`src/rtl/ham_cmp_pkg.sv`:
```
// -----------------------------------------------------------------------------
// ham_cmp_pkg
// Shared definitions for the byte-serial popcount / compare unit.
//   - op_t    : operation encodings driven on the op port
//   - state_t : sequencer states
//   - NBYTES_DEF : default operand width in bytes
//   - pcnt_w() : width needed to hold a popcount of an 8*nbytes-bit word
// -----------------------------------------------------------------------------
package ham_cmp_pkg;

   localparam int NBYTES_DEF = 4;

   typedef enum logic [1:0] {
      OP_POPCNT = 2'b00,
      OP_SLT    = 2'b01,
      OP_SGT    = 2'b10,
      OP_SLTU   = 2'b11
   } op_t;

   typedef enum logic [1:0] {
      IDLE = 2'd0,
      RUN  = 2'd1,
      DONE = 2'd2
   } state_t;

   function automatic int pcnt_w(input int nbytes);
      return $clog2(8 * nbytes + 1);
   endfunction

endpackage

```
`src/rtl/ham_cmp_seq_byte_slice.sv`:
```
// -----------------------------------------------------------------------------
// byte_slice
// Combinational 8-bit slice shared across all bytes of the operand.
// Ports:
//   a8   in  8  byte of operand A
//   b8   in  8  byte of operand B
//   bin  in  1  borrow in from the less significant byte
//   cnt4 out 4  popcount of a8 (0..8)
//   bout out 1  borrow out of a8 - b8 - bin (difference itself is not needed)
// -----------------------------------------------------------------------------
module byte_slice
   import ham_cmp_pkg::*;
(
   input  logic [7:0] a8,
   input  logic [7:0] b8,
   input  logic       bin,
   output logic [3:0] cnt4,
   output logic       bout
);

   // returns {carry, sum}
   function automatic logic [1:0] fadd1(input logic x, input logic y, input logic z);
      return {(x & y) | (x & z) | (y & z), x ^ y ^ z};
   endfunction

   logic [1:0] g0, g1, g2;   // 2-bit partial counts of bit triples
   logic [1:0] s_ones;       // {weight2, weight1} from the three sum bits
   logic [1:0] s_twos;       // {weight4, weight2} from the three carry bits
   logic       c_w4;
   logic       br;

   // Carry-save tree: three 3:2 compressors, then a second layer that
   // merges the weight-1 and weight-2 columns, then a final half-add.
   always_comb begin
      g0     = fadd1(a8[0], a8[1], a8[2]);
      g1     = fadd1(a8[3], a8[4], a8[5]);
      g2     = fadd1(a8[6], a8[7], 1'b0);
      s_ones = fadd1(g0[0], g1[0], g2[0]);
      s_twos = fadd1(g0[1], g1[1], g2[1]);
      c_w4   = s_ones[1] & s_twos[0];
      cnt4   = {s_twos[1] & c_w4, s_twos[1] ^ c_w4, s_ones[1] ^ s_twos[0], s_ones[0]};
   end

   // Ripple borrow chain, LSB first.
   always_comb begin
      br = bin;
      for (int i = 0; i < 8; i++) begin
         br = (~a8[i] & b8[i]) | (~(a8[i] ^ b8[i]) & br);
      end
      bout = br;
   end

endmodule

```
`src/rtl/ham_cmp_seq.sv`:
```
// -----------------------------------------------------------------------------
// ham_cmp_seq
// Multi-cycle functional unit computing POPCNT, SLT, SGT and SLTU by walking
// one shared byte_slice across the operand bytes, LSB first.
// Ports:
//   clk       in  1       clock, rising edge
//   rst       in  1       asynchronous active-high reset
//   in_valid  in  1       request valid
//   in_ready  out 1       unit idle and able to accept
//   op        in  2       00 POPCNT, 01 SLT, 10 SGT, 11 SLTU
//   a, b      in  DATA_W  operands (b ignored for POPCNT)
//   flush     in  1       synchronous abort while RUN or DONE
//   out_valid out 1       result valid
//   out_ready in  1       consumer accepts result
//   result    out DATA_W  zero-extended popcount or compare flag
// Build option: HAM_EARLY_EXIT_EN -- POPCNT stops after its highest nonzero
// byte instead of always walking NBYTES bytes.
// -----------------------------------------------------------------------------
module ham_cmp_seq
   import ham_cmp_pkg::*;
#(
   parameter int NBYTES = NBYTES_DEF,
   parameter int CNT_W  = 3
)(
   input  logic                  clk,
   input  logic                  rst,
   input  logic                  in_valid,
   output logic                  in_ready,
   input  logic [1:0]            op,
   input  logic [8*NBYTES-1:0]   a,
   input  logic [8*NBYTES-1:0]   b,
   input  logic                  flush,
   output logic                  out_valid,
   input  logic                  out_ready,
   output logic [8*NBYTES-1:0]   result
);

   localparam int DATA_W = 8 * NBYTES;
   localparam int ACC_W  = pcnt_w(NBYTES);

   state_t              state;
   op_t                 op_r;
   logic [DATA_W-1:0]   opr_a, opr_b;   // A' and B' (swapped for SGT)
   logic [CNT_W-1:0]    idx;
   logic [CNT_W-1:0]    last;
   logic [ACC_W-1:0]    acc;
   logic [ACC_W-1:0]    acc_nx;
   logic                borrow;
   logic [7:0]          a_byte, b_byte;
   logic [3:0]          cnt4;
   logic                bout;
   logic                flag;
   logic                accept;

   assign in_ready = (state == IDLE);
   assign accept   = in_valid && (state == IDLE);

   always_comb begin
      a_byte = '0;
      b_byte = '0;
      for (int i = 0; i < NBYTES; i++) begin
         if (idx == i[CNT_W-1:0]) begin
            a_byte = opr_a[8*i +: 8];
            b_byte = opr_b[8*i +: 8];
         end
      end
   end

   byte_slice u_slice (
      .a8   (a_byte),
      .b8   (b_byte),
      .bin  (borrow),
      .cnt4 (cnt4),
      .bout (bout)
   );

   assign acc_nx = acc + {{(ACC_W-4){1'b0}}, cnt4};

   // Differing sign bits decide a signed compare outright; otherwise the
   // unsigned borrow is the answer, which stays correct under overflow.
   always_comb begin
      if (op_r == OP_SLTU)
         flag = bout;
      else if (opr_a[DATA_W-1] != opr_b[DATA_W-1])
         flag = opr_a[DATA_W-1];
      else
         flag = bout;
   end

`ifdef HAM_EARLY_EXIT_EN
   logic [CNT_W-1:0] hi_in, hi_r;

   always_comb begin
      hi_in = '0;
      for (int i = 0; i < NBYTES; i++) begin
         if (a[8*i +: 8] != 8'h00) hi_in = i[CNT_W-1:0];
      end
   end

   always_ff @(posedge clk) begin
      if (accept) hi_r <= hi_in;
   end

   assign last = (op_r == OP_POPCNT) ? hi_r : CNT_W'(NBYTES - 1);
`else
   assign last = CNT_W'(NBYTES - 1);
`endif

   // Operand capture at accept
   always_ff @(posedge clk) begin
      if (accept) begin
         op_r <= op_t'(op);
         if (op_t'(op) == OP_SGT) begin
            opr_a <= b;
            opr_b <= a;
         end else begin
            opr_a <= a;
            opr_b <= b;
         end
      end
   end

   // Sequencer
   always_ff @(posedge clk or posedge rst) begin
      if (rst) begin
         state     <= IDLE;
         idx       <= '0;
         acc       <= '0;
         borrow    <= 1'b0;
         result    <= '0;
         out_valid <= 1'b0;
      end else begin
         case (state)
            IDLE: begin
               if (in_valid) begin
                  idx    <= '0;
                  acc    <= '0;
                  borrow <= 1'b0;
                  state  <= RUN;
               end
            end
            RUN: begin
               if (flush) begin
                  state <= IDLE;
               end else begin
                  acc    <= acc_nx;
                  borrow <= bout;
                  idx    <= idx + 1'b1;
                  if (idx == last) begin
                     result    <= (op_r == OP_POPCNT) ? {{(DATA_W-ACC_W){1'b0}}, acc_nx}
                                                      : {{(DATA_W-1){1'b0}}, flag};
                     out_valid <= 1'b1;
                     state     <= DONE;
                  end
               end
            end
            DONE: begin
               if (flush || out_ready) begin
                  out_valid <= 1'b0;
                  state     <= IDLE;
               end
            end
            default: state <= IDLE;
         endcase
      end
   end

endmodule

```
`config.mk`:
```
export PLATFORM = sky130hd
export DESIGN_NAME = ham_cmp_seq
export DESIGN_NICKNAME = d
export VERILOG_FILES = /design/src/rtl/ham_cmp_pkg.sv /design/src/rtl/ham_cmp_seq_byte_slice.sv /design/src/rtl/ham_cmp_seq.sv
export SDC_FILE = /design/constraint.sdc
export NUM_CORES = 1
export LEC_CHECK = 0
export CORE_MARGIN = 2
export CORE_UTILIZATION = 25
export CTS_BUF_LIST = sky130_fd_sc_hd__clkbuf_4
export DETAILED_ROUTE_END_ITERATION = 6
export GPL_ROUTABILITY_DRIVEN = 0
export PLACE_DENSITY = 0.47
export SLEW_MARGIN = 20
export SYNTH_ARGS = -nofsm -noshare
export SYNTH_HDL_FRONTEND = slang
export SYNTH_HIERARCHICAL = 1
export SYNTH_SLANG_ARGS = --single-unit
```
`constraint.sdc`:
```
create_clock -name clk -period 9 [get_ports clk]
set_clock_uncertainty 0.2 [all_clocks]
set_input_delay 1.8 -clock clk [delete_from_list [all_inputs] [get_ports clk]]
set_output_delay 1.8 -clock clk [all_outputs]
set_load 0.05 [all_outputs]
```
After elaboration in Yosys (flattened, before gate mapping) --
Cells that the tools add are included.
Word-level totals: logic and storage cells 149, output and inout port bits 34, bits of input ports 71, flip-flop bits (word level) 111
Cells by class: eq/ne operators 13, reductions and logical operators 11, bitwise operators 83, multiplexer cells 31, add/subtract/negate cells 2
Operators with widths (count):
- $mux 32 | 2
- $mux 8 | 8
- $and 1x1->1 | 31
- $xor 1x1->1 | 19
- $mux 6 | 3
- $not 1->1 | 17
- $or 1x1->1 | 16
- $pmux 6 s2 | 1
- $reduce_and 3->1 | 3
- $mux 2 | 4
- $ne 2x2->1 const B | 4
- $mux 1 | 7
- $add 6x4->6 | 1
- $eq 2x2->1 const B | 3
- $eq 3x2->1 const B | 2
- $mux 3 | 2
- $pmux 2 s3 | 1
- $pmux 3 s2 | 1
- $logic_not 2->1 | 2
- $pmux 1 s2 | 2
- $reduce_and 4->1 | 1
- $reduce_bool 2->1 | 2
- $add 3x1->3 const B | 1
- $eq 3x1->1 const B | 1
- 6 further kinds | 6

Longest topological paths before layout --
depth after elaboration 26, depth in mapped cells 18

Hierarchy --
The synthesis kept the hierarchy.
By module, submodules not included:
- ham_cmp_seq | cells an instance 497, area each 4621.9 sq um, instances 1
- byte_slice | cells an instance 36, area each 320.3 sq um, instances 1

Least setup slack after synthesis --
OpenSTA, ideal clock, no wires.
path kind register -> register, from reg idx[0], to reg result[5], cell stages (with the launch flop) 18, data required time 8.679 ns, path buffers 2, path slack 4.654 ns, setup time 0.121 ns, arrival time 4.025 ns, path through dfrtp_1 -> ha_1 -> ha_1 -> buf_2 -> nor2_2 -> buf_2 -> a22o_1 -> inv_1 -> fa_1 -> inv_1 -> fa_1 -> ha_1 -> ha_1 -> ha_1 -> and3_1 -> a22o_1 -> xor2_1 -> a22o_1
Between the ends: cells in the longest elaborated chain, start to end 14, elaborated cells on any way between the ends 45, those cells by class add/sub: 1; eq/ne: 3; mux: 5; bitwise: 34; reduce/logical: 2
Ends and longest elaborated chain:
- start, declared | RTL line ham_cmp_seq.sv:44 | logic [CNT_W-1:0] idx;
- start signal, assigned | RTL line ham_cmp_seq.sv:148 | idx <= idx + 1'b1;
- $logic_not 3->1 | RTL line ham_cmp_seq.sv:62 | if (idx == i[CNT_W-1:0]) begin
- $mux 8 (3 in a row) | RTL line ham_cmp_seq.sv:62
- $mux 8 (*) | RTL line ham_cmp_seq.sv:62
- named net a_byte[0] | RTL line ham_cmp_seq.sv:49 | logic [7:0] a_byte, b_byte;
- $and 1x1->1 or $xor 1x1->1 (tied branches) | RTL line ham_cmp_seq_byte_slice.sv:23 | return {(x & y) | (x & z) | (y & z), x ^ y ^ z};
- $or 1x1->1 or $xor 1x1->1 (tied branches) | RTL line ham_cmp_seq_byte_slice.sv:23
- $or 1x1->1 or $and 1x1->1 (tied branches) | RTL line ham_cmp_seq_byte_slice.sv:23
- $and 1x1->1 (tied with other cells) | RTL line ham_cmp_seq_byte_slice.sv:23
- $or 1x1->1 or $xor 1x1->1 (tied branches) | RTL line ham_cmp_seq_byte_slice.sv:23
- $or 1x1->1 or $and 1x1->1 (tied branches) | RTL line ham_cmp_seq_byte_slice.sv:23, ham_cmp_seq_byte_slice.sv:40
- $xor 1x1->1 (*) | RTL line ham_cmp_seq_byte_slice.sv:41 | cnt4 = {s_twos[1] & c_w4, s_twos[1] ^ c_w4, s_ones[1] ^ s_twos[0], s_ones[0]};
- named net cnt4[2] | RTL line ham_cmp_seq.sv:50 | logic [3:0] cnt4;
- $add 6x4->6 (*) | RTL line ham_cmp_seq.sv:77 | assign acc_nx = acc + {{(ACC_W-4){1'b0}}, cnt4};
- $mux 6 (*) | RTL line ham_cmp_seq.sv:150 | result <= (op_r == OP_POPCNT) ? {{(DATA_W-ACC_W){1'b0}}, acc_nx}
- end signal, assigned | RTL line ham_cmp_seq.sv:150
- end, declared | RTL line ham_cmp_seq.sv:35 | output logic [8*NBYTES-1:0] result
Mark *: on every way through the listed nets, which the timed path passes. The rest lies on a longest branch. A chain may end at the register's enable or synchronous reset.

Worst setup path in the final report --
from reg idx[0], to reg acc[5]
Between the ends: cells in the longest elaborated chain, start to end 15, elaborated cells on any way between the ends 45, those cells by class add/sub: 1; eq/ne: 3; mux: 6; bitwise: 34; reduce/logical: 1
Ends and longest elaborated chain:
- $logic_not 3->1 | RTL line ham_cmp_seq.sv:62
- $mux 8 (3 in a row) | RTL line ham_cmp_seq.sv:62
- $mux 8 (*) | RTL line ham_cmp_seq.sv:62
- named net a_byte[0] | RTL line ham_cmp_seq.sv:49
- $and 1x1->1 or $xor 1x1->1 (tied branches) | RTL line ham_cmp_seq_byte_slice.sv:23
- $or 1x1->1 or $xor 1x1->1 (tied branches) | RTL line ham_cmp_seq_byte_slice.sv:23
- $or 1x1->1 or $and 1x1->1 (tied branches) | RTL line ham_cmp_seq_byte_slice.sv:23
- $and 1x1->1 (tied with other cells) | RTL line ham_cmp_seq_byte_slice.sv:23
- $or 1x1->1 or $xor 1x1->1 (tied branches) | RTL line ham_cmp_seq_byte_slice.sv:23
- $or 1x1->1 or $and 1x1->1 (tied branches) | RTL line ham_cmp_seq_byte_slice.sv:23, ham_cmp_seq_byte_slice.sv:40
- $xor 1x1->1 (*) | RTL line ham_cmp_seq_byte_slice.sv:41
- named net cnt4[2] | RTL line ham_cmp_seq.sv:50
- $add 6x4->6 (*) | RTL line ham_cmp_seq.sv:77
- $mux 6 (*) | RTL line ham_cmp_seq.sv:143 | if (flush) begin
- $pmux 6 s2 (*) | RTL line ham_cmp_seq.sv:133 | case (state)
- end signal, assigned | RTL line ham_cmp_seq.sv:146 | acc <= acc_nx;
- end, declared | RTL line ham_cmp_seq.sv:46 | logic [ACC_W-1:0] acc;
Mark *: on every way through the listed nets, which the timed path passes. The rest lies on a longest branch. The select of a mux whose other input is x is not followed.

==> metrics.txt <==
Via-to-Cell Ratio=roughly 4.2; FF+latch count, synth=85; RSZ-0062 raised after global routing=false; PortBufs=between 70 and 80; final WL=around 11 mm; minimum clock period=around 5 ns; slowest stage delay, CP=between 0.5 and 0.6 ns; status=completed; reg2reg path depth=15; largest net degree at the start of global routing=roughly 70; post-synthesis sequential area ratio=49.72%; core area=19460 sq um; YS warnings=6; sequential power share=approximately 29%; CP Buf/Inv Count=2; DRT iter0 DRCs=190; initial antenna violation count=1; Max-Cap Viols=0; Mapped Cells=about 530; Worst Setup Start Kind=flip-flop; highest clock rate=approximately 200 MHz; Peak supply drop=roughly 180 uV; combinational share of power=about 59%; setup total negative slack=0 ns; vias in the first global route=~3400; sw frac=a little over two fifths; WP data required=between 9 and 10 ns; Hold Buf Count CTS=0; final setup vio count=0; switching power total=about 800 uW; TritonCTS Buffers=9; postcts setup bufs=0; clock insertion delay at the later pin of the skew report=about 0.47 ns; Avg WL per Cell=approximately 13 um; die width=approximately 140 um; CTS root buffer=clkbuf_4; TritonCTS clock tree=done; die area=between 20000 and 25000 sq um; post-route core utilization=30.96%; crit share post-route=54.24%; ratio of cells with drive above 1 in the final layout=between 6 and 7%; Slew Limit Fails=0; first-pass GRT wire length=between 15 and 20 mm; slowest stage cell, crit path=nor2_2; via count=roughly 3600; Pint=roughly 1.1 mW; GR Util All Layers=between 10 and 15%; NumNets Final=695; Crit. path cell count=15; sinks on the clock net=85; Netlist Area Pre-Place=4942 sq um; die height=144.6 um; Slew HR=about two fifths; type of the worst setup path=flip-flop to flip-flop; EDFF count, synth=between 60 and 70; dpl hpwl=8.627 mm; critical path, cell by cell=ha_1 > ha_1 > nor2_2 > a22o_1 > inv_1 > fa_1 > inv_1 > fa_1 > ha_1 > ha_1 > ha_1 > and3_1 > a22o_1 > or2_0 > a31oi_1; Post-DRT Antenna Nets=0; Worst-Margin Slew=roughly 0.92 ns; synth unique cells=47; CP max FO=20; Longest Clk Path Bufs=2; CP most frequent cell=ha_1; Starting Density=roughly a quarter; Clk network pwr share=roughly an eighth; leakage power=roughly 2.6 nW; cts repair resizes=0; ys flop type=edfxtp_1; Worst Hold Depth=2; GRT overflow=0; clock-pin slew of the registers on the worst-case setup and hold paths=roughly 0.13 ns; Crit. End Element=flip-flop; Crit path max-delay family=adder cells; # H-tree levels=3; combined area of the multi-input logic cells=around 2200 sq um; fill count=about 2000; final-report hold violation count=0; DRT Pass-1 Iters=5; power per cell area=311.8 nW/um^2; std cell rows=just over 50; IO Count=105; Worst Hold Class=flip-flop to flip-flop; Async SR Flop Fraction=about 22%; Layout area overhead=21.92%; DRC=0; register area=approximately 2500 sq um; CP arrival=5.08 ns; Avg Cell Area, Syn=around 9.3 sq um
-- registers in the layout (all words and copies together), names as in the netlist --
register,flops
op_r,2
borrow,1
acc,6
result,6
out_valid,1
opr_b,32
state,2
idx,3
opr_a,32
-- layout make-up --
| class | instances | share of cell area, % |
|---|---|---|
| antenna | 1 | 0.04153 |
| clock buffer | 10 | 1.246 |
| clock inverter | 6 | 1.163 |
| inverter | 20 | 1.246 |
| multi-input combinational | 403 | 36.81 |
| sequential | 85 | 40.78 |
| tap | 265 | 5.502 |
| timing repair buffer | 80 | 13.21 |
-- final timing paths --
check	start	endpoint	slack, ns
min	result[0]	result[0]	0.30
min reg2reg	result[0]	result[0]	0.30
max reg2reg	idx[0]	acc[5]	4.12
min in group asynchronous	rst	result[3]	1.56
max in group asynchronous	rst	acc[0]	6.56
max	idx[0]	acc[5]	4.12
-- cell usage after synthesis (2+ instances only) --
cell type	count	area (sq um)
nor2_1	4	15.01
nand2b_1	5	31.28
ha_1	20	250.2
mux2_2	13	146.4
nor2b_1	3	18.77
buf_1	10	37.54
o21ai_0	14	70.07
fa_1	5	100.1
a21o_1	3	22.52
a22o_1	23	201.4
nor3_2	2	20.02
buf_2	10	50.05
dfrtp_1	19	475.5
edfxtp_1	66	1982
a21oi_1	10	50.05
clkbuf_1	3	11.26
buf_4	27	202.7
a221oi_1	2	17.52
inv_1	20	75.07
nand2_1	235	882.1
xnor2_1	3	26.28
o21ai_1	11	55.05
-- cell families (layout without fill, tap and decap cells) --
family | Yosys count | in the layout | share of synthesized area [%]
fa+ha+maj | 25 | 25 | 7.089
flops | 85 | 85 | 49.72
simple gates | 262 | 262 | 21.52
xor+xnor | 4 | 4 | 0.7090
other cells | 1 | 27 | 0.07588
mux | 14 | 14 | 3.190
buf+inv | 70 | 116 | 7.620
compound gates | 72 | 72 | 10.08
-- per-layer routing --
metal | up-vias | global-route usage, % | part of all wire, % | wire length (um)
met2 | 86 | 18.41 | 49 | 5502
li1 | 1863 | - | - | -
met4 | 0 | 3.219 | 0.94 | 107
met5 | - | 0 | 0 | 0
met3 | 7 | 3.245 | 4.2 | 481
met1 | 1675 | 14.73 | 46 | 5234
-- per-stage QoR --
stage,setup slack [ns],area [sq um],hold WS [ns],cells,power (mW)
floorplan,4.654,5036,0.2559,558,1.394
global placement,4.218,5873,0.2685,853,1.647
detailed placement,4.121,5873,0.2813,853,1.670
CTS,4.113,6018,0.3119,869,1.906
global route,3.813,6026,0.3271,870,2.072
finish,4.118,6026,0.3025,870,1.879
-- cells in the final DEF, fill, tap and decap left out, types with 10 or more instances in the layout --
master / n
ha_1: 20
conb_1: 26
nand2_1: 235
o21ai_0: 14
dfrtp_1: 19
mux2_2: 13
a22o_1: 23
edfxtp_1: 66
a21oi_1: 10
inv_1: 20
clkbuf_4: 10
clkdlybuf4s50_1: 78
o21ai_1: 11
-- worst register-to-register path: cells and delay by family, from the launching register on --
kind	cells	cell delay, ns
DFF	1	0.45
and+or+nand+nor	3	0.97
adders and majority gates	7	2.41
AOI/OAI and AO/OA	3	0.64
buffers and inverters	2	0.14
-- power by group through the flow --
stage	clock network (mW)	registers, mW	logic [mW]
after global placement	0	0.550	1.10
final	0.229	0.541	1.11
after detailed placement	0	0.551	1.12
after CTS	0.240	0.542	1.12
after floorplan	0	0.561	0.834
after global routing	0.254	0.548	1.27
No activity file was read; power rests on OpenSTA's default activity.
